[config.mk]
export PLATFORM = sky130hd
export DESIGN_NAME = fp_div
export DESIGN_NICKNAME = d
export VERILOG_FILES = /design/src/rtl/fp_div.sv
export SDC_FILE = /design/constraint.sdc
export NUM_CORES = 1
export LEC_CHECK = 0
export CAP_MARGIN = 20
export CORE_ASPECT_RATIO = 1.5
export CORE_MARGIN = 3
export CORE_UTILIZATION = 50
export CTS_BUF_LIST = sky130_fd_sc_hd__clkbuf_4 sky130_fd_sc_hd__clkbuf_8 sky130_fd_sc_hd__clkbuf_16
export CTS_CLUSTER_DIAMETER = 40
export CTS_CLUSTER_SIZE = 24
export DETAILED_ROUTE_END_ITERATION = 16
export HOLD_SLACK_MARGIN = 0.06
export PLACE_DENSITY = 0.72
export SYNTH_ARGS = -nofsm -noshare
export SYNTH_HDL_FRONTEND = slang
export SYNTH_SLANG_ARGS = --single-unit
[constraint.sdc]
create_clock -name clk -period 3.7 [get_ports clk]
set_input_delay 0.555 -clock clk [delete_from_list [all_inputs] [get_ports clk]]
set_output_delay 0.555 -clock clk [all_outputs]
set_load 0.005 [all_outputs]
[src/rtl/fp_div.sv]
// ---------------------------------------------------------------------------
// fp_div
//
// IEEE 754 single-precision divider computing num1 / num2 with a multi-cycle
// restoring (shift-subtract) mantissa divider. Subnormal inputs are accepted
// and pre-normalised; subnormal results flush to signed zero. All state
// updates happen on the falling edge of clk.
//
// Ports:
//   clk      in   1   clock, state updates on falling edge
//   rst      in   1   asynchronous active-low reset
//   num1     in  32   dividend (IEEE 754 single)
//   num2     in  32   divisor  (IEEE 754 single)
//   start    in   1   sampled only in IDLE, captures num1/num2
//   num_out  out 32   quotient, valid while done=1 and held afterwards
//   done     out  1   one-cycle result-valid pulse
//   busy     out  1   high from the capture edge until done clears
//
// Optional feature:
//   FP_DIV_ROUND_EN  defined   -> round-to-nearest-even on the quotient
//                    undefined -> truncation (ROUND still costs one cycle)
// ---------------------------------------------------------------------------
module fp_div (
  input  logic        clk,
  input  logic        rst,
  input  logic [31:0] num1,
  input  logic [31:0] num2,
  input  logic        start,
  output logic [31:0] num_out,
  output logic        done,
  output logic        busy
);

  typedef enum logic [2:0] {
    S_IDLE,
    S_CHECK,
    S_PRENORM,
    S_DIVIDE,
    S_NORMALIZE,
    S_ROUND,
    S_OUTPUT
  } state_t;

  state_t state;

  // Captured operand fields
  logic        s1, s2;
  logic [7:0]  exp1_f, exp2_f;
  logic [22:0] frac1, frac2;

  // Working datapath
  logic [23:0]       m1, m2;
  logic signed [9:0] e1, e2;
  logic [24:0]       rem;
  logic [25:0]       quo;
  logic [4:0]        cnt;
  logic signed [9:0] e;
  logic [23:0]       mant;
  logic              guard, sticky;
  logic              sign;
  logic              special;
  logic [31:0]       special_res;

  // Operand classification of the captured fields
  logic a_zero, a_sub, a_inf, a_nan;
  logic b_zero, b_sub, b_inf, b_nan;

  assign a_zero = (exp1_f == 8'h00) && (frac1 == 23'd0);
  assign a_sub  = (exp1_f == 8'h00) && (frac1 != 23'd0);
  assign a_inf  = (exp1_f == 8'hFF) && (frac1 == 23'd0);
  assign a_nan  = (exp1_f == 8'hFF) && (frac1 != 23'd0);
  assign b_zero = (exp2_f == 8'h00) && (frac2 == 23'd0);
  assign b_sub  = (exp2_f == 8'h00) && (frac2 != 23'd0);
  assign b_inf  = (exp2_f == 8'hFF) && (frac2 == 23'd0);
  assign b_nan  = (exp2_f == 8'hFF) && (frac2 != 23'd0);

  // Unbiased exponents and mantissas as seen in CHECK. Subnormals use the
  // fixed exponent -126 with hidden bit 0.
  logic signed [9:0] ue1, ue2;
  logic [23:0]       cm1, cm2;

  assign ue1 = a_sub ? -10'sd126 : ($signed({2'b00, exp1_f}) - 10'sd127);
  assign ue2 = b_sub ? -10'sd126 : ($signed({2'b00, exp2_f}) - 10'sd127);
  assign cm1 = {~a_sub, frac1};
  assign cm2 = {~b_sub, frac2};

  // One pre-normalisation step. Computed ahead so the transition into DIVIDE
  // happens on the same edge that sets the last hidden bit; this keeps the
  // extra latency equal to the larger leading-zero count.
  logic [23:0]       m1_n, m2_n;
  logic signed [9:0] e1_n, e2_n;

  assign m1_n = m1[23] ? m1 : {m1[22:0], 1'b0};
  assign m2_n = m2[23] ? m2 : {m2[22:0], 1'b0};
  assign e1_n = m1[23] ? e1 : (e1 - 10'sd1);
  assign e2_n = m2[23] ? e2 : (e2 - 10'sd1);

  // Restoring divider step: trial subtraction of the divisor mantissa.
  // The remainder always stays below m2, so bit 24 is never needed after
  // a step and the shift keeps it within 25 bits.
  logic        rem_ge;
  logic [24:0] rem_diff;

  assign rem_ge   = (rem >= {1'b0, m2});
  assign rem_diff = rem - {1'b0, m2};

  // Rounding increment decision and the incremented mantissa (bit 24 is
  // the carry-out that forces renormalisation).
  logic        round_up;
  logic [24:0] mant_inc;

  assign mant_inc = {1'b0, mant} + 25'd1;

`ifdef FP_DIV_ROUND_EN
  assign round_up = guard & (sticky | mant[0]);
`else
  assign round_up = 1'b0;
`endif

  // Biased result exponent; signed so that underflow shows up as <= 0
  logic signed [9:0] biased;

  assign biased = e + 10'sd127;

  // Main controller: single sequential block carrying state, datapath and
  // registered outputs.
  always_ff @(negedge clk or negedge rst) begin
    if (!rst) begin
      state       <= S_IDLE;
      num_out     <= 32'd0;
      done        <= 1'b0;
      busy        <= 1'b0;
      s1          <= 1'b0;
      s2          <= 1'b0;
      exp1_f      <= 8'd0;
      exp2_f      <= 8'd0;
      frac1       <= 23'd0;
      frac2       <= 23'd0;
      m1          <= 24'd0;
      m2          <= 24'd0;
      e1          <= 10'sd0;
      e2          <= 10'sd0;
      rem         <= 25'd0;
      quo         <= 26'd0;
      cnt         <= 5'd0;
      e           <= 10'sd0;
      mant        <= 24'd0;
      guard       <= 1'b0;
      sticky      <= 1'b0;
      sign        <= 1'b0;
      special     <= 1'b0;
      special_res <= 32'd0;
    end else begin
      case (state)
        S_IDLE: begin
          done <= 1'b0;
          if (start) begin
            s1     <= num1[31];
            exp1_f <= num1[30:23];
            frac1  <= num1[22:0];
            s2     <= num2[31];
            exp2_f <= num2[30:23];
            frac2  <= num2[22:0];
            busy   <= 1'b1;
            state  <= S_CHECK;
          end else begin
            busy <= 1'b0;
          end
        end

        S_CHECK: begin
          sign <= s1 ^ s2;
          m1   <= cm1;
          m2   <= cm2;
          e1   <= ue1;
          e2   <= ue2;
          // Special operands bypass the divider entirely
          if (a_nan || b_nan || (a_zero && b_zero) || (a_inf && b_inf)) begin
            special     <= 1'b1;
            special_res <= 32'h7FC00000;
            state       <= S_OUTPUT;
          end else if (b_zero || a_inf) begin
            special     <= 1'b1;
            special_res <= {s1 ^ s2, 8'hFF, 23'd0};
            state       <= S_OUTPUT;
          end else if (a_zero || b_inf) begin
            special     <= 1'b1;
            special_res <= {s1 ^ s2, 31'd0};
            state       <= S_OUTPUT;
          end else begin
            special <= 1'b0;
            if (cm1[23] && cm2[23]) begin
              rem   <= {1'b0, cm1};
              e     <= ue1 - ue2;
              quo   <= 26'd0;
              cnt   <= 5'd0;
              state <= S_DIVIDE;
            end else begin
              state <= S_PRENORM;
            end
          end
        end

        S_PRENORM: begin
          m1 <= m1_n;
          m2 <= m2_n;
          e1 <= e1_n;
          e2 <= e2_n;
          if (m1_n[23] && m2_n[23]) begin
            rem   <= {1'b0, m1_n};
            e     <= e1_n - e2_n;
            quo   <= 26'd0;
            cnt   <= 5'd0;
            state <= S_DIVIDE;
          end
        end

        // 26 quotient bits, MSB first; quo[25] is the integer bit
        S_DIVIDE: begin
          if (rem_ge) begin
            quo <= {quo[24:0], 1'b1};
            rem <= {rem_diff[23:0], 1'b0};
          end else begin
            quo <= {quo[24:0], 1'b0};
            rem <= {rem[23:0], 1'b0};
          end
          if (cnt == 5'd25) begin
            state <= S_NORMALIZE;
          end else begin
            cnt <= cnt + 5'd1;
          end
        end

        // Quotient lies in (0.5, 2); at most one left shift is needed
        S_NORMALIZE: begin
          if (quo[25]) begin
            mant   <= quo[25:2];
            guard  <= quo[1];
            sticky <= quo[0] | (rem != 25'd0);
          end else begin
            mant   <= quo[24:1];
            guard  <= quo[0];
            sticky <= (rem != 25'd0);
            e      <= e - 10'sd1;
          end
          state <= S_ROUND;
        end

        S_ROUND: begin
          if (round_up) begin
            if (mant_inc[24]) begin
              mant <= 24'h800000;
              e    <= e + 10'sd1;
            end else begin
              mant <= mant_inc[23:0];
            end
          end
          state <= S_OUTPUT;
        end

        S_OUTPUT: begin
          if (special) begin
            num_out <= special_res;
          end else if (biased >= 10'sd255) begin
            num_out <= {sign, 8'hFF, 23'd0};
          end else if (biased <= 10'sd0) begin
            num_out <= {sign, 31'd0};
          end else begin
            num_out <= {sign, biased[7:0], mant[22:0]};
          end
          done  <= 1'b1;
          state <= S_IDLE;
        end

        default: begin
          state <= S_IDLE;
        end
      endcase
    end
  end

endmodule

After elaboration in Yosys (flattened, before gate mapping). Cells that the tools add are included.

Input bits: 67. Output and inout bits: 34. Bits in registers: 292.

$add $sub $neg: 10. Muxes and demuxes: 58. Reductions and logical operators: 36. Bitwise logic cells: 3. Eq/ne operators: 19. $lt $le $gt $ge: 3.

Operator list (number): $mux W25 (6); $mux W26 (5); $mux W32 (4); $mux W10 (10); $pmux W24 S2 (2); $pmux W26 S3 (1); $pmux W25 S3 (1); $mux W31 (2); $mux W24 (2); $logic_not A23 Y1 (2); $reduce_bool A23 Y1 (2); $pmux W10 S2 (2); $mux W5 (6); $pmux W10 S3 (1); $sub A10 B2 Y10 const B (3); $ge A25 B24 Y1 (1); $sub A24 B24 Y24 (1); $mux W23 (1); $ne A2 B2 Y1 const B (10); $sub A10 B10 Y10 (2); $mux W3 (6); $pmux W3 S6 (1); $sub A8 B7 Y9 const B (2); $eq A8 B8 Y1 const B (2); other kinds (23) (54).

Depth between registers and ports, before layout.
Word-level depth: 9. Depth in mapped cells: 16. Gate-level depth less buffers: 16.

==> qor.yml <==
logic_synthesis:
  synth_area_leaders: "dfrtn_1 44%, mux2_2 4.9%, nand2_1 4.3%"
  syn_area_per_cell_um2: 9.71
  async_flop_share_pct: 100
  syn_area_um2: 14800
  synth_enable_flop_cells: 0
  ys_seq_area_share_pct: 44.5
  yosysUniqueCellTypes: 76
  synth_cells: 1523
  yosysTopAreaCellShare_pct: 44.5
  synth_fp_nets: 1643
  yosysWarnings: 0
  ys.flop_type: "dfrtn_1"
  ys_ff_latch: 263
  yosysTopAreaCell: "dfrtn_1"
setup_path:
  path_buf_inv: 1
  cp.arrival_ns: 3.10
  max_stage_delay_ns: 0.46
  rrSetupSlack_ns: 0.15
  end_kind: "primary output"
  path_cells: "clkdlybuf4s15_1"
  setup.worst_path.start: "busy"
  cp_max_fo: 2
  rr_worst_depth: 15
  worstSetupStartpointType: "register"
  reg2reg_to: "e[6]"
  path_class: "register to primary output"
  critical_path_required_ns: 3.14
  critPathTopFamily: "flip-flops"
  r2r-start: "frac1[6]"
  cp_slowest_cell: "dfrtn_1"
die:
  pin_count: 101
  start_util_pct: 51.2
  dieArea_um2: 31700
  die_w_um: 146
  rows: 76
  coreArea_um2: 28900
  dieHeight_um: 217
routing:
  final_antenna_net_count: 0
  drc: 0
  wirelength_um: 39000
  wl_per_cell_um: 19.1
  drt_iter0_drc: 1022
  dr.pass1.iters: 6
  num_vias: 12400
  drt-vias-per-instance: 6.07
clocking:
  cts_tree: "built"
  htreeDepth: 1
  cts.sinks: 263
  cts_hold_buf: 0
  numCtsBuffers: 31
  clock_latency_ns: 0.56
  clockRootBuffer: "clkbuf_16"
  clock_path_buffers: 3
  clk_pin_slew_ns: 0.05
sta:
  hold_violations: 0
  slew_headroom_pct: 33.1
  fin_worst_hold_slack_ns: 0.420
  setup_violations: 0
  skew_ns: 0.00962
  drv_slew: 0
  worst_pin_slew_ns: 1.00
  setup_tns_ns: 0
grt:
  grt_pass1_wl_um: 64200
  grt_max_degree: 63
  antenna_found_initial: 0
  gr-total-overflow: 0
  first_global_vias: 12700
  grt_use_total_pct: 24.5
power_and_ir_drop:
  power_density_nw_per_um2: 1030
  ir_worst_vdd_mv: 0.631
  leakage_nw: 7.88
cells_and_area:
  drive_gt1_share_pct: 12.2
  area_growth_pct: 18.3
  final_common_cell: "dfrtn_1"
  fin_nets: 1744
  antenna_cells: 0
  final_cell_mix: "263 x dfrtn_1, 168 x nand2_1, 92 x o21ai_0, 80 x inv_1, 75 x a21oi_1"
placed_design:
  portBuffers: 100
  place.gp.congestion: 0.923
  dp_hpwl_um: 28000
run:
  maxCapViolCount: 0
min_path:
  hp-class: "register to register"
  hp-start: "num_out[26]"
  whs_endpoint: "num_out[26]"
  holdPathStages: 2
status:
  status: "finished clean"
## synth_stat cells, drive strengths merged (7+ instances only)
library cell,count
dfrtn,263
nand2,168
o21ai,109
inv,80
a21oi,76
clkbuf,71
nor2,69
mux2,65
a22o,51
ha,50
mux2i,47
nor3,37
nand3,34
xnor2,34
o211ai,30
a22oi,29
a222oi,22
xor2,20
and3,17
o22a,17
buf,16
nor4,16
or3,14
a21o,12
and2,12
nor2b,11
o21a,11
o22ai,10
a211oi,8
a221o,8
o31ai,8
nand2b,7
## routing by layer
metal	part of all wire, %	track usage [%]
met1	38	27.5
met2	54	46.0
met3	3.5	2.43
met4	5.0	11.9
met5	0	0
## power by group
group          total (W)  switching, W  internal, W
registers        0.00504       0.00109      0.00395
clock network    0.00320       0.00135      0.00184
logic            0.00978       0.00559      0.00419
## logic make-up (layout without fill, tap and decap cells)
logic type               after synthesis  after routing  share of synthesized area, %
XOR/XNOR                              54             54                          3.20
flip-flops                           263            263                          44.5
AND/OR/NAND/NOR                      417            417                          13.4
multiplexers                         112            112                          8.13
AO/OA/AOI/OAI                        457            457                          21.8
buffers and inverters                167            292                          4.31
adder cells (fa/ha/maj)               53             53                          4.64
## tightest hold or removal path: cells and delay by family, from the launching register on
kind	cells	cell delay [ns]
flip-flops	1	0.40
AND/OR/NAND/NOR	1	0.05
AO/OA/AOI/OAI	1	0.05
## sequential cells by signal, summed over array words and instances, names as in the netlist, 23 cells and up
name     count
frac2       23
frac1       23
m2          24
quo         26
rem         25
mant        23
m1          24
num_out     32
## metrics by stage
| stage | setup slack (ns) | cells | cell area (µm²) | total power (W) | util (%) |
|---|---|---|---|---|---|
| 2_1_floorplan | 0.0755 | 1523 | 14800 | 0.0119 | - |
| 3_3_place_gp | -0.224 | 1974 | 16400 | 0.0145 | 56.7 |
| 3_5_place_dp | -0.252 | 1974 | 16400 | 0.0147 | 56.7 |
| 4_1_cts | 0.00528 | 2038 | 17500 | 0.0180 | 60.5 |
| 5_1_grt | -0.00104 | 2038 | 17500 | 0.0194 | 60.5 |
| 6_report | 0.0427 | 2038 | 17500 | 0.0180 | 60.5 |
## worst max-delay path by stage
stage,slack (ns),depth (start not counted),end
floorplan,0.08,5,exp1_f[6]
global placement,-0.22,4,exp1_f[5]
detailed placement,-0.25,4,exp1_f[2]
CTS,0.005,1,busy
global route,-0.001,15,e[6]
finish,0.04,1,busy
## layout make-up
cell class / count / area, µm²
Inverter: 80 / 300
Fill cell: 2559 / 11400
Clock inverter: 23 / 270
Sequential cell: 263 / 6580
Tap cell: 390 / 488
Multi-Input combinational cell: 1093 / 7600
Timing Repair Buffer: 155 / 1450
Clock buffer: 34 / 811
## repair_timing
action / CTS / global route
setup endpoints to repair: 34 / 6
resized for setup: 34 / 9
gates cloned: 0 / 0
buffers inserted: 7 / 0
No activity file was read; power rests on OpenSTA's default activity.
==> edit 1: new RTL, same settings <==
Encoding of `state_t`: now one-hot (7 bits for 7 states).
--- a/src/rtl/fp_div.sv
+++ b/src/rtl/fp_div.sv
@@ -31,14 +31,14 @@
   output logic        busy
 );
 
-  typedef enum logic [2:0] {
-    S_IDLE,
-    S_CHECK,
-    S_PRENORM,
-    S_DIVIDE,
-    S_NORMALIZE,
-    S_ROUND,
-    S_OUTPUT
+  typedef enum logic [6:0] {
+    S_IDLE      = 7'b0000001,
+    S_CHECK     = 7'b0000010,
+    S_PRENORM   = 7'b0000100,
+    S_DIVIDE    = 7'b0001000,
+    S_NORMALIZE = 7'b0010000,
+    S_ROUND     = 7'b0100000,
+    S_OUTPUT    = 7'b1000000
   } state_t;
 
   state_t state;
Check against the original RTL: same outputs for any inputs over 4 cycles, from zero or initial values and one cycle with rst low; so few cycles prove little.
==> edit 1 against the original RTL <==
Via count grew 6.6%; setup slack worse by 0.026 ns; final area up 5.5%; sequential cell count increased by 4; wire length grew 2.6%; area after synthesis up 2.1%; clock skew rose by 0.049 ns; total power decreased by 1.9%; worst hold slack improved by 0.0052 ns; final cell count grew 11%; clock power grew 2%; critical path type is now reg2reg; critical endpoint is now e[8]; largest power group unchanged.
==> edit 1: results <==
group,metric,value,unit
placed_design,preCtsSetupSlack,-0.530,ns
global_route,grt_pass1_vias,13074,
finish,n_antenna_cell,0,
routing,postRouteAntennaNets,0,
finish,drive_gt1_frac,0.125,
global_route,antenna_found_initial,1,
clock_tree,clkLatencyLatePin,0.60,ns
clock_tree,cts-htree-levels,1,
outcome,status,"finished clean",
finish,fill_cells,2557,
routing,avgRoutedWirePerCell,17.8,um
global_route,grtUsageMet2,0.445,
clock_tree,cts-root-buf,"clkbuf_16",
finish,fin_nets,1955,
clock_tree,cts_buffers,31,
finish,top_regs,"num_out x32, quo x26, rem x25",
placed_design,dpl.hpwl,28.8,mm
synth,synth_cells,1675,
synth,yosysWarnings,0,
critical_path,cp.arrival,5.92,ns
placed_design,gp_congestion,0.908,
critical_path,crit_fanout,3,
placed_design,port_buffers,100,
global_route,grt_usage,0.245,
synth,yosys-top-cells-count,"nand2_1, dfrtn_1, a21oi_1",
power_and_ir_drop,p_leak,8.68,nW
timing,clock_skew,0.0587,ns
synth,async_reset_ff_frac,1.00,
critical_path,cpLargestDelayFamily,"compound AO/OA/AOI/OAI gates",
routing,drt-initial-drc-count,1042,
critical_path,critical_path.max_stage_delay,0.37,ns
synth,synth_area_leaders,"dfrtn_1, nand2_1, ha_1",
min_path,min_path_type,"reg2reg",
power_and_ir_drop,switchingPower,7.65,mW
global_route,use_met3,0.0264,
placed_design,placed_cell_area,17200,um2
global_route,met1_usage,0.279,
timing,slew_headroom,0.395,
power_and_ir_drop,irDropWorstVdd,576,uV
routing,routed_wirelength,40.0,mm
placed_design,dpl.cell_count,2184,
global_route,grt_pass1_wl,65.1,mm
synth,seq_area_frac_synth,0.442,
synth,synth_nets,1794,
critical_path,critical-path-slowest-cell,"dfrtn_1",
global_route,grt_max_degree,61,
clock_tree,cts.path.max_buffers,3,
synth,ys_types,83,
routing,drt_pass1_iterations,7,
routing,vias_per_cell,5.85,
clock_tree,clk_pin_slew_worst_paths,0.05,ns
edit 1: worst reg2reg max path, cell delays in order (launching register included):
cell	delay, ns
dfrtn_1	0.37
nor4_4	0.37
buf_4	0.17
and4_4	0.22
nand3_4	0.10
and2_4	0.21
nor2_4	0.11
ha_4	0.16
fa_2	0.22
inv_2	0.03
a21o_1	0.17
maj3_2	0.30
a311o_1	0.35
a21o_1	0.18
a21oi_2	0.13
xnor2_1	0.08
a311oi_1	0.24
o21ai_1	0.10
edit 1: path summary, 6_finish.rpt:
path,startpoint,endpoint,slack [ns],cells past startpoint
min reg2reg,mant[10],mant[10],0.43,2
max,frac2[0],e[8],0.02,17
min in group asynchronous,rst,m1[3],1.62,1
max in group asynchronous,rst,rem[15],1.41,2
min,mant[10],mant[10],0.43,2
max reg2reg,frac2[0],e[8],0.02,17
edit 1: cell type report:
| type | count | area (um2) | share of cell area |
|---|---|---|---|
| repair buffers | 232 | 2060 | 0.111 |
| flip-flops and latches | 267 | 6680 | 0.362 |
| multi-input cells | 1221 | 7800 | 0.423 |
| clock inverters | 26 | 335 | 0.0182 |
| inverters | 82 | 308 | 0.0167 |
| well taps | 395 | 494 | 0.0268 |
| clock buffers | 32 | 790 | 0.0427 |
edit 1: power groups by stage:
stage / Combinational, mW / Sequential, mW / Clock (mW)
floorplan: 6.70 / 4.50 / 0.00338
global placement: 9.10 / 4.66 / 0.00338
detailed placement: 9.37 / 4.71 / 0.00338
CTS: 9.49 / 4.68 / 3.33
global route: 10.7 / 4.82 / 3.45
finish: 9.70 / 4.70 / 3.28
edit 1: cells by family (layout without fill, tap and decap cells):
group           after synthesis  in the layout  share of synthesized area
simple gates                572            572                      0.175
compound gates              458            458                      0.202
flops                       267            267                      0.442
buf+inv                     187            372                     0.0482
xor+xnor                     70             70                     0.0406
mux                          67             67                     0.0454
fa+ha+maj                    54             54                     0.0459
edit 1: repair_timing:
action,4_1_cts,5_1_grt
setup endpoints to repair,39,6
buffers inserted,11,3
gates resized for setup,41,17
cloned,0,0
pin swaps,1,14
edit 1: layer usage:
layer / vias to the layer above / routed length [um] / part of all wire
li1: 6301 / - / -
met1: 6354 / 15200 / 0.38
met2: 399 / 20500 / 0.51
met3: 133 / 1800 / 0.045
met4: 2 / 2490 / 0.062
met5: - / 13 / 0.00032
==> edit 2: new RTL, same flow settings <==
Without the edit above. Build with the macro `FP_DIV_ROUND_EN` defined.
--- a/src/rtl/fp_div.sv
+++ b/src/rtl/fp_div.sv
@@ -20,6 +20,8 @@
 //   FP_DIV_ROUND_EN  defined   -> round-to-nearest-even on the quotient
 //                    undefined -> truncation (ROUND still costs one cycle)
 // ---------------------------------------------------------------------------
+`define FP_DIV_ROUND_EN
+
 module fp_div (
   input  logic        clk,
   input  logic        rst,
Behaviour: same outputs for any inputs over 4 cycles, from zero or initial values and one cycle with rst low; that may be too few to reach the edited logic, so the function may still have changed.
==> edit 2 against the original RTL <==
Area after synthesis rose by 7.7%; final area rose by 7.4%; total power rose by 6.1%; setup slack improved by 0.023 ns; combinational power rose by 7%; highest routed layer unchanged; first-iteration DRC count rose by 6.5%; wire length rose by 11%; largest power group unchanged; sequential cell count rose by 3.
==> edit 2: results <==
group,metric,value,unit
outcome,status,"finished clean",
placed_design,gp_congestion,0.964,
finish,buffers,167,
critical_path,critical_path.max_stage_delay,0.43,ns
power_and_ir_drop,switchingPower,8.63,mW
clock_tree,cts_resized,38,
critical_path,setup.worst_path.end,"done",
global_route,grt_usage,0.254,
global_route,grt_pass1_wl,70.1,mm
placed_design,preCtsSetupSlack,-0.300,ns
critical_path,rr_endpoint,"e[7]",
routing,drt-initial-drc-count,1088,
timing,final.setup.worst_slack,0.0655,ns
synth,synthMuxAreaShare,0.0779,
finish,nonClkBufAreaFrac,0.0813,
critical_path,reg2reg_setup_slack,0.21,ns
synth,synth_compound_area_frac,0.223,
routing,vias_per_cell,6.16,
synth,synthAdderAreaFrac,0.0513,
power_and_ir_drop,irDropWorstVdd,520,uV
finish,fill_cells,2712,
finish,fin_nets,1929,
synth,yosys-top-cells-count,"dfrtn_1, nand2_1, nor2_1",
critical_path,reg2reg_depth,16,
synth,synth_nets,1825,
finish,drive_gt1_frac,0.128,
==> edit 2: changes by cell type in the layout (fill, tap and decap cells not counted), moves of 21 or more <==
cell,unedited run,this run
o21ai_0,92,113
o211ai_1,30,7
nor2_1,65,117
a222oi_1,22,1
a21oi_1,75,102
==> edit 2: metrics by stage <==
step           cell area [um2]  utilization  power (mW)  setup TNS [ns]  cells
5_1_grt                  18800        0.602        20.5         -0.0126   2228
3_5_place_dp             17600        0.564        15.7          -16.30   2164
3_3_place_gp             17600        0.564        15.4          -16.39   2164
6_report                 18800        0.602        19.1               0   2228
2_1_floorplan            15900            -        12.5               0   1695
4_1_cts                  18800        0.601        19.0               0   2227
==> edit 2: per-layer routing <==
metal / global-route usage / vias to the layer above / share of wire
li1: - / 6467 / -
met1: 0.306 / 6690 / 0.39
met2: 0.445 / 441 / 0.50
met3: 0.0272 / 127 / 0.045
met4: 0.133 / 0 / 0.058
met5: 0 / - / 0
